**src/rtl/midi_uart_rx_pkg.sv**
```systemverilog
// Shared definitions for the MIDI serial receiver: FSM encodings, line rate,
// and status-word bit positions used by the processor I/O map.
package midi_uart_rx_pkg;

    typedef enum logic [2:0] {
        ST_IDLE  = 3'd0,
        ST_START = 3'd1,
        ST_DATA  = 3'd2,
        ST_STOP  = 3'd3,
        ST_BREAK = 3'd4
    } rx_state_e;

    localparam int MIDI_BAUD = 31250;

    localparam int STAT_EMPTY_BIT     = 8;
    localparam int STAT_OVERFLOW_BIT  = 9;
    localparam int STAT_FRAME_ERR_BIT = 10;

endpackage

```
**src/rtl/midi_uart_rx_if.sv**
```systemverilog
// Processor-facing side of the MIDI receiver: read strobe, head byte, occupancy
// and sticky status. master = processor, slave = receiver.
interface midi_uart_rx_if #(
    parameter int FIFO_DEPTH = 16
);
    localparam int CW = $clog2(FIFO_DEPTH) + 1;

    logic          rd_en;
    logic          clr_flags;
    logic [7:0]    rd_data;
    logic          empty;
    logic          full;
    logic [CW-1:0] count;
    logic          overflow;
    logic          frame_err;

    modport master (
        output rd_en, clr_flags,
        input  rd_data, empty, full, count, overflow, frame_err
    );

    modport slave (
        input  rd_en, clr_flags,
        output rd_data, empty, full, count, overflow, frame_err
    );
endinterface

```
**src/rtl/midi_uart_rx_sync_fifo.sv**
```systemverilog
// First-word-fall-through circular FIFO; head is combinational, zero when empty.
// A push into a full FIFO succeeds only if a pop happens in the same cycle.
module sync_fifo #(
    parameter int WIDTH = 8,
    parameter int DEPTH = 16
) (
    input  logic                       clock,
    input  logic                       reset,
    input  logic                       push,
    input  logic [WIDTH-1:0]           push_data,
    input  logic                       pop,
    output logic [WIDTH-1:0]           head,
    output logic                       empty,
    output logic                       full,
    output logic [$clog2(DEPTH):0]     count,
    output logic                       push_dropped
);
    localparam int AW = $clog2(DEPTH);
    localparam logic [AW:0] FULL_CNT = (AW+1)'(DEPTH);

    logic [WIDTH-1:0] mem_q [DEPTH];
    logic [AW-1:0]    wr_ptr_q, wr_ptr_d;
    logic [AW-1:0]    rd_ptr_q, rd_ptr_d;
    logic [AW:0]      count_q, count_d;
    logic             do_push, do_pop;

    assign empty        = (count_q == '0);
    assign full         = (count_q == FULL_CNT);
    assign count        = count_q;
    assign head         = empty ? '0 : mem_q[rd_ptr_q];
    assign do_pop       = pop && !empty;
    assign do_push      = push && (!full || do_pop);
    assign push_dropped = push && !do_push;

    always_comb begin
        wr_ptr_d = wr_ptr_q;
        rd_ptr_d = rd_ptr_q;
        count_d  = count_q + (AW+1)'(do_push) - (AW+1)'(do_pop);
        if (do_push) wr_ptr_d = wr_ptr_q + AW'(1);
        if (do_pop)  rd_ptr_d = rd_ptr_q + AW'(1);
    end

    always_ff @(posedge clock) begin
        if (reset) begin
            wr_ptr_q <= '0;
            rd_ptr_q <= '0;
            count_q  <= '0;
        end else begin
            wr_ptr_q <= wr_ptr_d;
            rd_ptr_q <= rd_ptr_d;
            count_q  <= count_d;
        end
    end

    // Storage carries no reset; occupancy alone decides what is valid.
    always_ff @(posedge clock) begin
        if (do_push) mem_q[wr_ptr_q] <= push_data;
    end
endmodule

```
**src/rtl/midi_uart_rx.sv**
```systemverilog
// MIDI 8N1 receiver: synchronizer, deframing FSM, byte FIFO and sticky flags.
// Byte visible SYNC_STAGES + CLKS_PER_BIT/2 + 9*CLKS_PER_BIT + 1 cycles after the start edge.
module midi_uart_rx
    import midi_uart_rx_pkg::*;
#(
    parameter int CLK_HZ      = 50000000,
    parameter int BAUD        = MIDI_BAUD,
    parameter int FIFO_DEPTH  = 16,
    parameter int SYNC_STAGES = 2
) (
    input  logic           clock,
    input  logic           reset,
    input  logic           midi_in,
    midi_uart_rx_if.slave  bus
);
    localparam int CPB = CLK_HZ / BAUD;
    localparam int TW  = $clog2(CPB);
    localparam logic [TW-1:0] HALF_LOAD = TW'(CPB/2 - 1);
    localparam logic [TW-1:0] FULL_LOAD = TW'(CPB - 1);

    logic [SYNC_STAGES-1:0] sync_q, sync_d;
    logic [SYNC_STAGES-1:0] fill_q, fill_d;
    logic                   armed_q, armed_d;
    logic                   rxs;
    rx_state_e              state_q, state_d;
    logic [TW-1:0]          tick_q, tick_d;
    logic [2:0]             bit_idx_q, bit_idx_d;
    logic [7:0]             shift_q, shift_d;
    logic                   push_q, push_d;
    logic                   frame_err_q, frame_err_d;
    logic                   overflow_q, overflow_d;
    logic                   fe_set;
    logic                   push_dropped;

    assign sync_d = {sync_q[SYNC_STAGES-2:0], midi_in};
    assign rxs    = sync_q[SYNC_STAGES-1];

    // The synchronizer resets high, so a start is only trusted once a real
    // post-reset high has propagated through it.
    assign fill_d  = {fill_q[SYNC_STAGES-2:0], 1'b1};
    assign armed_d = armed_q | (fill_q[SYNC_STAGES-1] & rxs);

    always_comb begin
        state_d   = state_q;
        tick_d    = tick_q;
        bit_idx_d = bit_idx_q;
        shift_d   = shift_q;
        push_d    = 1'b0;
        fe_set    = 1'b0;
        unique case (state_q)
            ST_IDLE: if (armed_q && !rxs) begin
                tick_d  = HALF_LOAD;
                state_d = ST_START;
            end
            ST_START: if (tick_q != '0) begin
                tick_d = tick_q - TW'(1);
            end else if (rxs) begin
                state_d = ST_IDLE;
            end else begin
                tick_d    = FULL_LOAD;
                bit_idx_d = '0;
                state_d   = ST_DATA;
            end
            ST_DATA: if (tick_q != '0) begin
                tick_d = tick_q - TW'(1);
            end else begin
                shift_d[bit_idx_q] = rxs;
                tick_d             = FULL_LOAD;
                bit_idx_d          = bit_idx_q + 3'd1;
                if (bit_idx_q == 3'd7) state_d = ST_STOP;
            end
            ST_STOP: if (tick_q != '0) begin
                tick_d = tick_q - TW'(1);
            end else if (rxs) begin
                push_d  = 1'b1;
                state_d = ST_IDLE;
            end else begin
                fe_set  = 1'b1;
                state_d = ST_BREAK;
            end
            ST_BREAK: if (rxs) state_d = ST_IDLE;
            default: state_d = ST_IDLE;
        endcase
    end

    // A set event in the same cycle as clr_flags wins.
    assign frame_err_d = fe_set       | (frame_err_q & ~bus.clr_flags);
    assign overflow_d  = push_dropped | (overflow_q  & ~bus.clr_flags);

    always_ff @(posedge clock) begin
        if (reset) begin
            sync_q      <= '1;
            fill_q      <= '0;
            armed_q     <= 1'b0;
            state_q     <= ST_IDLE;
            tick_q      <= '0;
            bit_idx_q   <= '0;
            shift_q     <= '0;
            push_q      <= 1'b0;
            frame_err_q <= 1'b0;
            overflow_q  <= 1'b0;
        end else begin
            sync_q      <= sync_d;
            fill_q      <= fill_d;
            armed_q     <= armed_d;
            state_q     <= state_d;
            tick_q      <= tick_d;
            bit_idx_q   <= bit_idx_d;
            shift_q     <= shift_d;
            push_q      <= push_d;
            frame_err_q <= frame_err_d;
            overflow_q  <= overflow_d;
        end
    end

    sync_fifo #(
        .WIDTH (8),
        .DEPTH (FIFO_DEPTH)
    ) u_fifo (
        .clock        (clock),
        .reset        (reset),
        .push         (push_q),
        .push_data    (shift_q),
        .pop          (bus.rd_en),
        .head         (bus.rd_data),
        .empty        (bus.empty),
        .full         (bus.full),
        .count        (bus.count),
        .push_dropped (push_dropped)
    );

    assign bus.frame_err = frame_err_q;
    assign bus.overflow  = overflow_q;
endmodule

```
**src/flat_wrapper.sv**
```systemverilog
// flat-port wrapper written by rule: the top's interface ports become plain ports
module midi_uart_rx_flat import midi_uart_rx_pkg::*;
#(
    parameter int CLK_HZ      = 50000000,
    parameter int BAUD        = MIDI_BAUD,
    parameter int FIFO_DEPTH  = 16,
    parameter int SYNC_STAGES = 2
)
  (clock, reset, midi_in, bus_rd_en, bus_clr_flags, bus_rd_data, bus_empty, bus_full, bus_count, bus_overflow, bus_frame_err);
  midi_uart_rx_if #(.FIFO_DEPTH(FIFO_DEPTH)) bus_i ();
  input  logic clock;
  input  logic reset;
  input  logic midi_in;
  input wire logic [$bits(bus_i.rd_en)-1:0] bus_rd_en;
  input wire logic [$bits(bus_i.clr_flags)-1:0] bus_clr_flags;
  output wire logic [$bits(bus_i.rd_data)-1:0] bus_rd_data;
  output wire logic [$bits(bus_i.empty)-1:0] bus_empty;
  output wire logic [$bits(bus_i.full)-1:0] bus_full;
  output wire logic [$bits(bus_i.count)-1:0] bus_count;
  output wire logic [$bits(bus_i.overflow)-1:0] bus_overflow;
  output wire logic [$bits(bus_i.frame_err)-1:0] bus_frame_err;
  assign bus_i.rd_en = bus_rd_en;
  assign bus_i.clr_flags = bus_clr_flags;
  assign bus_rd_data = bus_i.rd_data;
  assign bus_empty = bus_i.empty;
  assign bus_full = bus_i.full;
  assign bus_count = bus_i.count;
  assign bus_overflow = bus_i.overflow;
  assign bus_frame_err = bus_i.frame_err;
  midi_uart_rx #(.CLK_HZ(CLK_HZ), .BAUD(BAUD), .FIFO_DEPTH(FIFO_DEPTH), .SYNC_STAGES(SYNC_STAGES)) u_core (.clock(clock), .reset(reset), .midi_in(midi_in), .bus(bus_i));
endmodule
```
**config.mk**
```make
export PLATFORM = sky130hd
export DESIGN_NAME = midi_uart_rx_flat
export DESIGN_NICKNAME = d
export VERILOG_FILES = /design/src/rtl/midi_uart_rx_pkg.sv /design/src/rtl/midi_uart_rx_if.sv /design/src/rtl/midi_uart_rx_sync_fifo.sv /design/src/rtl/midi_uart_rx.sv /design/src/flat_wrapper.sv
export SDC_FILE = /design/constraint.sdc
export NUM_CORES = 1
export LEC_CHECK = 0
export ABC_AREA = 1
export BUFFER_PORTS_ARGS = -buffer_cell sky130_fd_sc_hd__buf_2
export CORE_UTILIZATION = 40
export CTS_BUF_LIST = sky130_fd_sc_hd__clkbuf_16
export DETAILED_ROUTE_END_ITERATION = 8
export SYNTH_ARGS = -nofsm -noshare
export SYNTH_HDL_FRONTEND = slang
export SYNTH_SLANG_ARGS = --single-unit
```
**constraint.sdc**
```tcl
create_clock -name clock -period 2.6 [get_ports clock]
set_input_delay 0.52 -clock clock [delete_from_list [all_inputs] [get_ports clock]]
set_output_delay 0.52 -clock clock [all_outputs]
set_load 0.02 [all_outputs]
```
==> flow_summary_export.csv <==
group,metric,value,unit
layout,antenna_cells_inserted,0,
global_route,maximum_number_of_pins_on_one_net_before_global_route_repair,65,
critical_path,timing.reg2reg.setup_slack,0.28,ns
run,cap_viol_max_count,0,
sta,clock.fmax,401.8,MHz
global_route,gr-total-overflow,0,
critical_path,worstPathCellList,"inv_4 > clkbuf_16 > nor2_1 > nor2_1 > o31ai_1 > a21oi_1 > buf_2",
routing,postRouteAntennaNets,0,
floorplan,die_height,140.6,um
hold_path,hold_path_depth,2,
synth,netlist.area_leader.share,50.04,%
routing,via_count,5432,
sta,hold_viol,0,
critical_path,timing.critical_path.fanout_max,32,
sta,slew_headroom,48.82,%
critical_path,timing.critical_path.required,2.08,ns
synth,synth_async_sr_flop_share,0,%
routing,drc,0,
hold_path,holdPathEnd,"u_core.sync_q[0]$_SDFF_PP1_",
routing,drc_marker_count_from_the_first_detailed_route_iteration,407,
synth,yosys-top-cells-count,"194 x sky130_fd_sc_hd__nand2_1, 128 x sky130_fd_sc_hd__edfxtp_1, 86 x sky130_fd_sc_hd__nand3_1, 80 x sky130_fd_sc_hd__nor2_1, 53 x sky130_fd_sc_hd__a21oi_1",
sta,final-setup-viol-count,0,
critical_path,start_kind,"flop",
power_and_ir_drop,ir_worst_vdd,0.5161,mV
global_route,groute.usage.overall,18.53,%
sta,finalMaxSlewViolations,0,
clock_network,clk_root_buffer_cell,"sky130_fd_sc_hd__clkbuf_16",
clock_network,tritoncts.num_buffers,17,
place,pre_cts_ws,0.1826,ns
clock_network,cts_tree,"done",
global_route,grt_pass1_wl,27.59,mm
synth,synthCells,775,
synth,syn-mean-instance-area,9.911,um2
layout,post_route_cells_drive_above_1_share,15.02,%
critical_path,worst_setup_path_end_kind,"output pin",
routing,dr.pass1.iters,5,
synth,netlist-cell-type-count,34,
clock_network,cts_hold_fix_bufs,0,
synth,ys_top_cells_by_area,"sky130_fd_sc_hd__edfxtp_1 50%, sky130_fd_sc_hd__dfxtp_1 13%, sky130_fd_sc_hd__nand2_1 9.5%, sky130_fd_sc_hd__nand3_1 5.6%, sky130_fd_sc_hd__nor2_1 3.9%",
sta,setup_slack,0.1114,ns
synth,post-synth-top-count-cell,"sky130_fd_sc_hd__nand2_1",
sta,tns,0,ns
clock_network,max_buffers_root_to_sink,2,
synth,synth.cell_area,0.007681,mm2
clock_network,clock-sinks,178,
clock_network,clk_latency,0.43,ns
place,detailedPlacementHpwl,10.56,mm
sta,worst_clock_skew,0.01014,ns
synth,ys.warnings.count,0,
layout,nNetsFinal,839,
global_route,antenna_found_initial,0,
global_route,grt_pass1_vias,5157,
floorplan,fp-row-count,50,
sta,worstMarginPinSlew,0.7666,ns
floorplan,die_w,140.6,um
status,outcome,"finished clean",
clock_network,clkTransAtPathRegs,0.07,ns
synth,yosysTopAreaCell,"sky130_fd_sc_hd__edfxtp_1",
critical_path,timing_worst_setup_path_type,"flop to output pin",
power_and_ir_drop,p_leak,3.465,nW
synth,yosys_register_bits,178,
critical_path,critical_path.max_stage_delay,0.43,ns
routing,post_drt_via_cell_ratio,5.096,
hold_path,holdCritPathClass,"input pin to flop",
synth,count_of_flip_flops_with_a_built_in_enable_after_synthesis,128,
critical_path,r2r.worst_path.cells,14,
place,globalplace.congestion,0.8190,
power_and_ir_drop,power.density_cell_area,942.4,mW/mm2
floorplan,fp.coreArea,0.01877,mm2
critical_path,critical_path.slowest_cell,"sky130_fd_sc_hd__dfxtp_4",
routing,drt_wl_total,17.64,mm
sta,final_min_period_over_clock_period,95.72,%
floorplan,initial_utilization,40.93,%
floorplan,overall_die_area,0.01976,mm2
layout,areaGrowthSynthToFinish,16.40,%
synth,seq_area_frac_synth,63.07,%
hold_path,worst_hold_startpoint,"midi_in",
critical_path,cp_common_cell,"sky130_fd_sc_hd__nor2_1",
critical_path,cp.arrival,1.97,ns
synth,post_synthesis_net_count,795,
synth,ys.flop_type,"sky130_fd_sc_hd__edfxtp_1",
critical_path,timing.rr.start,"u_core.u_fifo.count[3]$_SDFF_PP0_",
floorplan,num_io_pins,22,
critical_path,r2r_end,"u_core.u_fifo.count[4]$_SDFF_PP0_",
routing,avgRoutedWirePerCell,16.55,um
clock_network,htree_num_levels,4,
place,placement.io_buffers,21,
sta,period_minus_slack,2.489,ns
-- routing by layer --
layer  vias to the layer above  GRT usage [%]  share of wire [%]
met5                         -              0                  0
met3                        15          4.042                6.8
li1                       2724              -                  -
met2                       152          27.61                 45
met1                      2541          26.63                 47
met4                         0          6.636                1.1
-- worst max-delay path by stage --
stage,from,endpoint,cells past startpoint
floorplan,u_core.u_fifo.count[3]$_SDFF_PP0_,u_core.u_fifo.count[4]$_SDFF_PP0_,14
global placement,u_core.u_fifo.count[3]$_SDFF_PP0_,u_core.u_fifo.count[4]$_SDFF_PP0_,14
detailed placement,u_core.u_fifo.count[3]$_SDFF_PP0_,u_core.u_fifo.count[4]$_SDFF_PP0_,14
CTS,flop,bus_rd_data[6],7
global route,flop,bus_rd_data[1],9
finish,flop,bus_rd_data[2],7
-- worst max-delay path: cells and delay by family (launching register included) --
family                 cells  cell delay, ns
buffers and inverters      3            0.47
and+or+nand+nor            2            0.15
AOI/OAI and AO/OA          2            0.48
DFF                        1            0.43
-- cells in the final DEF (no fill, tap or decap), types with 10 or more instances in the layout --
cell type                     n
sky130_fd_sc_hd__nand2_1    193
sky130_fd_sc_hd__edfxtp_1   128
sky130_fd_sc_hd__nand3_1     86
sky130_fd_sc_hd__nor2_1      80
sky130_fd_sc_hd__a21oi_1     51
sky130_fd_sc_hd__inv_1       48
sky130_fd_sc_hd__dfxtp_1     48
sky130_fd_sc_hd__buf_4       28
sky130_fd_sc_hd__clkbuf_16   21
sky130_fd_sc_hd__buf_2       19
sky130_fd_sc_hd__o21ai_0     18
sky130_fd_sc_hd__ha_1        14
sky130_fd_sc_hd__nor3_1      11
sky130_fd_sc_hd__o21ai_1     10
-- timing repair --
| item | CTS | global route |
|---|---|---|
| pin swaps | 0 | 1 |
| resized for setup | 3 | 18 |
| cloned | 1 | 4 |
| endpoints found under the setup margin | 8 | 9 |
| setup buffers | 4 | 0 |
-- metrics by stage --
stage / cell area (um2) / total power [mW] / hold WS [ns] / util, % / cells
6_report: 8941 / 8.426 / 0.2635 / 47.64 / 1066
5_1_grt: 8941 / 8.937 / 0.2434 / 47.64 / 1066
4_1_cts: 8785 / 8.319 / 0.2459 / 46.81 / 1062
3_5_place_dp: 8168 / 5.764 / 0.3998 / 43.52 / 1025
3_3_place_gp: 8168 / 5.754 / 0.3918 / 43.52 / 1025
2_1_floorplan: 7681 / 5.148 / 0.3883 / - / 775
-- cells by family (layout without fill, tap and decap cells) --
kind of cell | count (synthesis) | count (layout) | synth area share (%)
adder cells (fa/ha/maj) | 15 | 15 | 2.541
AND/OR/NAND/NOR | 399 | 399 | 22.74
buffers and inverters | 86 | 143 | 4.577
AO/OA/AOI/OAI | 91 | 91 | 6.385
flip-flops | 178 | 178 | 63.07
XOR/XNOR | 6 | 6 | 0.6841
-- where the power goes --
| part | internal [mW] | switching (mW) |
|---|---|---|
| Clock | 1.35 | 1.15 |
| Sequential | 3.16 | 0.181 |
| Combinational | 0.890 | 1.70 |
-- flip-flops by register name, summed over array words and instances, names as in the netlist, named ones only --
register,count
u_core.u_fifo.rd_ptr_q,4
u_core.bit_idx_q,3
u_core.bus.overflow,1
u_core.fill_q,2
u_core.sync_q,2
u_core.shift_q,8
u_core.bus.frame_err,1
u_core.u_fifo.mem_q,128
u_core.u_fifo.count,5
u_core.state_q,3
u_core.armed_q,1
u_core.push_q,1
u_core.u_fifo.wr_ptr_q,4
u_core.tick_q,11
-- cell type report --
cell class / instances / area [um2]
clock buffer: 17 / 425.4
clock inverter: 15 / 146.4
fill: 1710 / 9827
inverter: 55 / 216.5
multi-input combinational: 511 / 2522
sequential: 178 / 4850
tap: 234 / 292.8
timing repair buffer: 55 / 480.5
timing repair inverter: 1 / 7.507
No activity file was read; power rests on OpenSTA's default activity.
